`config.mk`:
```
export PLATFORM = sky130hd
export DESIGN_NAME = telemetry_tx
export DESIGN_NICKNAME = d
export VERILOG_FILES = /design/src/rtl/telemetry_tx.sv
export SDC_FILE = /design/constraint.sdc
export NUM_CORES = 1
export LEC_CHECK = 0
export CAP_MARGIN = 20
export CORE_MARGIN = 2
export CORE_UTILIZATION = 51
export CTS_CLUSTER_DIAMETER = 60
export DETAILED_ROUTE_END_ITERATION = 10
export HOLD_SLACK_MARGIN = 0.1
export PLACE_DENSITY = 0.78
export SLEW_MARGIN = 20
export SYNTH_ARGS = -nofsm -noshare
export SYNTH_HDL_FRONTEND = slang
export SYNTH_SLANG_ARGS = --single-unit
```
`constraint.sdc`:
```
create_clock -name clk -period 2.1 [get_ports clk]
set_input_delay 0.315 -clock clk [delete_from_list [all_inputs] [get_ports clk]]
set_output_delay 0.315 -clock clk [all_outputs]
set_load 0.005 [all_outputs]
```
`src/rtl/telemetry_tx.sv`:
```
// telemetry_tx: periodic 8-byte telemetry packet (AA 55 batt curr torque) sent as 8N1 UART, LSB first.
module telemetry_tx #(
  parameter int BAUD_DIV = 2604,
  parameter int PERIOD =
`ifdef FAST_SIM
    4096
`else
    1048576
`endif
) (
  input  logic        clk,
  input  logic        rst,
  input  logic        en,
  input  logic [11:0] batt,
  input  logic [11:0] curr,
  input  logic [11:0] torque,
  output logic        TX,
  output logic        busy,
  output logic        pkt_done
);
  localparam int BW = $clog2(BAUD_DIV);
  localparam int PW = $clog2(PERIOD);
  typedef enum logic [1:0] {IDLE, START, DATA, STOP} state_e;
  state_e        state_q;
  logic [PW-1:0] period_cnt_q;
  logic [BW-1:0] baud_cnt_q;
  logic          pending_q;
  logic [2:0]    byte_idx_q;
  logic [2:0]    bit_cnt_q;
  logic [7:0]    shift_q;
  logic [35:0]   snap_q;
  logic          tx_q;
  logic          busy_q;
  logic          pkt_done_q;
  logic          tick;
  logic          baud_end;
  assign tick     = period_cnt_q == PW'(PERIOD - 1);
  assign baud_end = baud_cnt_q == BW'(BAUD_DIV - 1);
  assign TX       = tx_q;
  assign busy     = busy_q;
  assign pkt_done = pkt_done_q;
  // Byte i of the frame, drawn from the snapshot {batt, curr, torque}.
  function automatic logic [7:0] pkt_byte(input logic [2:0] i, input logic [35:0] s);
    logic [11:0] f;
    f = i[2:1] == 2'd1 ? s[35:24] : i[2:1] == 2'd2 ? s[23:12] : s[11:0];
    return i < 3'd2 ? (i[0] ? 8'h55 : 8'hAA) : i[0] ? f[7:0] : {4'h0, f[11:8]};
  endfunction
  always_ff @(posedge clk) begin
    if (rst) begin
      state_q      <= IDLE;
      period_cnt_q <= '0;
      baud_cnt_q   <= '0;
      pending_q    <= 1'b0;
      byte_idx_q   <= '0;
      bit_cnt_q    <= '0;
      shift_q      <= '0;
      snap_q       <= '0;
      tx_q         <= 1'b1;
      busy_q       <= 1'b0;
      pkt_done_q   <= 1'b0;
    end else begin
      period_cnt_q <= tick ? '0 : period_cnt_q + 1'b1;
      baud_cnt_q   <= (state_q == IDLE || baud_end) ? '0 : baud_cnt_q + 1'b1;
      pkt_done_q   <= 1'b0;
      if (tick && en) pending_q <= 1'b1;
      case (state_q)
        IDLE: if (pending_q) begin
          pending_q  <= 1'b0;
          snap_q     <= {batt, curr, torque};
          byte_idx_q <= '0;
          shift_q    <= 8'hAA;
          state_q    <= START;
          tx_q       <= 1'b0;
          busy_q     <= 1'b1;
        end
        START: if (baud_end) begin
          state_q   <= DATA;
          bit_cnt_q <= '0;
          tx_q      <= shift_q[0];
        end
        DATA: if (baud_end) begin
          shift_q   <= shift_q >> 1;
          bit_cnt_q <= bit_cnt_q + 1'b1;
          state_q   <= bit_cnt_q == 3'd7 ? STOP : DATA;
          tx_q      <= bit_cnt_q == 3'd7 || shift_q[1];
        end
        STOP: if (baud_end) begin
          if (byte_idx_q != 3'd7) begin
            byte_idx_q <= byte_idx_q + 1'b1;
            shift_q    <= pkt_byte(byte_idx_q + 1'b1, snap_q);
            state_q    <= START;
            tx_q       <= 1'b0;
          end else begin
            state_q    <= IDLE;
            busy_q     <= 1'b0;
            pkt_done_q <= 1'b1;
          end
        end
      endcase
    end
  end
endmodule

```
==> flow_summary.json <==
{
  "reg2regPathDepth": 4,
  "ys_ff_latch": 88,
  "drc_errors": 0,
  "cts.sinks": 88,
  "postCtsSetupBuffers": 0,
  "clk_latency_ns": 0.37,
  "synth-simple-area-share_pct": 25.28,
  "synth_ff_type": "dfxtp_1",
  "antenna_found_initial": 0,
  "crit_cells": 4,
  "grt_overflow": 0,
  "cts_made_buffers": 9,
  "max_slew_margin_pct": 71.35,
  "critPathKind": "flip-flop to flip-flop",
  "start_kind": "flip-flop",
  "antenna_left": 0,
  "hold_viol": 0,
  "wl_per_cell_um": 14.21,
  "grtUsageMet1_pct": 29.89,
  "met2_usage_pct": 36.15,
  "path_clk_slew_ns": 0.09,
  "fin_util_pct": 62.63,
  "grt_max_degree": 35,
  "wirelength_um": 9053,
  "synth-compound-area-share_pct": 16.78,
  "yosysSeqAreaShare_pct": 43.03,
  "io_pins": 42,
  "path_delay_family": "simple AND/OR/NAND/NOR gates",
  "finalWorstSetupSlack_ns": 0.09679,
  "pre_cts_slack_ns": 0.1053,
  "layout.nets": 580,
  "cts.htree.levels": 3,
  "grt_pass1_wl_um": 15660,
  "coreArea_um2": 7767,
  "grt.busiest_layer": "met2",
  "grt_pass1_vias": 3388,
  "power_density_nw_per_um2": 673.3,
  "crit_start": "baud_cnt_q[7]$_SDFF_PP0_",
  "rsz0062_at_grt": "false",
  "reg2reg_from": "baud_cnt_q[7]$_SDFF_PP0_",
  "synth_top_family_by_area": "simple AND/OR/NAND/NOR gates",
  "skew_ns": 0.01516,
  "via_per_inst": 5.615,
  "area_growth_pct": 18.83,
  "fin_tns_setup_ns": 0,
  "worstHoldPathType": "input pin to flip-flop",
  "slowest_stage": "or4b_4",
  "synthAdderAreaFrac_pct": 3.362,
  "worstPathRequired_ns": 2.35,
  "clk_path_buf_depth": 2,
  "root_buffer": "clkbuf_8",
  "period_minus_slack_ns": 2.003,
  "r2r_slack_ns": 0.1,
  "initial_core_util_pct": 52.71,
  "synth_warnings": 0,
  "cts_tree": "done",
  "post_cts_resized": 0,
  "dr.first_iter.drc_count": 240,
  "p_leak_nw": 1.605,
  "final_cell_mix": "88 x dfxtp_1, 85 x nand2_1, 64 x a21oi_1",
  "drv_cap": 0,
  "synth_edf_count": 0,
  "ir_worst_vdd_mv": 0.3425,
  "worst_slew_pin_slew_ns": 0.4258,
  "crit_path_max_fanout": 5,
  "cp-end-kind": "flip-flop",
  "crit_path_cell_trace": "or4b_4 > or3_4 > o41ai_1 > a21oi_1",
  "max_stage_delay_ns": 0.61,
  "avgSynthCellArea_um2": 8.389,
  "endpoint": "busy$_SDFFE_PP0P_",
  "synth-xor-area-share_pct": 4.493,
  "dp_hpwl_um": 6650,
  "setup_viol": 0,
  "status": "finished clean",
  "gp_congestion": 0.8349,
  "clock.fmax_ghz": 0.4992,
  "drv_slew": 0,
  "antennaDiodeCount": 0,
  "synth_area_um2": 4094,
  "timing.rr.end": "busy$_SDFFE_PP0P_",
  "grt_usage_pct": 22.33,
  "syn_nets": 538,
  "drive_gt1_share_pct": 9.159,
  "portBuffers": 41,
  "crit_buf_inv": 0,
  "rows": 32,
  "synthCells": 488,
  "die_area_um2": 8760,
  "fp.dieW_um": 93.60,
  "dr.pass1.iters": 5,
  "use_met3_pct": 5.479,
  "place_area_um2": 4679,
  "vias": 3577,
  "async_flop_share_pct": 0,
  "critPathArrivalTime_ns": 2.25,
  "min_period_over_period_pct": 95.39,
  "synthMuxAreaShare_pct": 3.240,
  "dieHeight_um": 93.60,
  "design_area_um2": 4865,
  "yosysUniqueCellTypes": 51,
  "final_common_cell": "dfxtp_1",
  "cts_hold_buf": 0
}
[per-layer routing]
layer	routed length [um]	share of wire [%]	vias to the layer above
met3	369	4.1	13
met4	129	1.4	0
li1	-	-	1811
met1	4281	47	1668
met5	0	0	-
met2	4272	47	85
[cells by family after synthesis]
kind of cell,Yosys count
buffers and inverters,39
adder cells (fa/ha/maj),11
XOR/XNOR,21
flip-flops,88
AND/OR/NAND/NOR,206
multiplexers,13
AO/OA/AOI/OAI,110
[synth_stat cells, drive strengths merged (3+ instances only)]
master   n  area share, %
nor3     9            1.4
o31ai    7            1.6
a21oi   64            7.8
inv      9           0.83
nor4     4           0.76
o21ai    9            1.1
dfxtp   88             43
nor4bb   4           0.98
nand4b   3           0.64
nand2b   7            1.1
nor2b    5           0.76
nand4   10            1.5
nand2   85            7.8
or3      5           0.89
xor2     8            1.7
clkbuf  24            2.2
mux2i   11            2.7
a211oi   7            1.3
nor3b    5           0.92
xnor2   13            2.8
nor2    34            3.1
nand3   17            2.1
or2      3           0.46
a311oi   6            1.3
or4b     3           0.92
ha      11            3.4
and3     6           0.92
buf      6           0.79
[worst min-delay path by stage]
stage / cells past startpoint / slack (ns) / from / endpoint
2_1_floorplan: 1 / 0.43 / period_cnt_q[0]$_SDFF_PP0_ / period_cnt_q[0]$_SDFF_PP0_
3_3_place_gp: 1 / 0.44 / period_cnt_q[0]$_SDFF_PP0_ / period_cnt_q[0]$_SDFF_PP0_
3_5_place_dp: 2 / 0.45 / snap_q[29]$_SDFFE_PP0P_ / snap_q[29]$_SDFFE_PP0P_
4_1_cts: 2 / 0.22 / rst / period_cnt_q[14]$_SDFF_PP0_
5_1_grt: 2 / 0.24 / rst / period_cnt_q[14]$_SDFF_PP0_
6_report: 2 / 0.23 / rst / period_cnt_q[8]$_SDFF_PP0_
[area by class of cell]
type	instances	area, um2
clock buffer	10	127.6
clock inverter	6	55.05
fill	669	2903
inverter	9	33.78
multi-input combinational	361	2178
sequential	88	1762
tap	102	127.6
timing repair buffer	61	580.6
[worst register-to-register path: stages (launching register included)]
cell and delay (ns):
dfxtp_1 0.35, or4b_4 0.61, or3_4 0.45, o41ai_1 0.36, a21oi_1 0.11
[power by group]
part / switching (mW) / internal (mW) / total, mW
clock: 0.651 / 0.458 / 1.11
combinational: 0.202 / 0.195 / 0.397
sequential: 0.0446 / 1.73 / 1.77
total: 0.898 / 2.38 / 3.28
[flip-flops by register name, summed over array words and instances, names as in the netlist]
name and cells:
pending_q 1, snap_q 36, shift_q 8, state_q 2, busy 1, TX 1
baud_cnt_q 12, period_cnt_q 20, byte_idx_q 3, bit_cnt_q 3, pkt_done 1
[through the flow]
step                cells  power [mW]  hold WS (ns)
floorplan             488       2.028        0.4256
global placement      621       2.185        0.4365
detailed placement    621       2.197        0.4456
CTS                   637       3.293        0.2233
global route          637       3.420        0.2372
finish                637       3.276        0.2311
(Power assumes the default switching activity.)
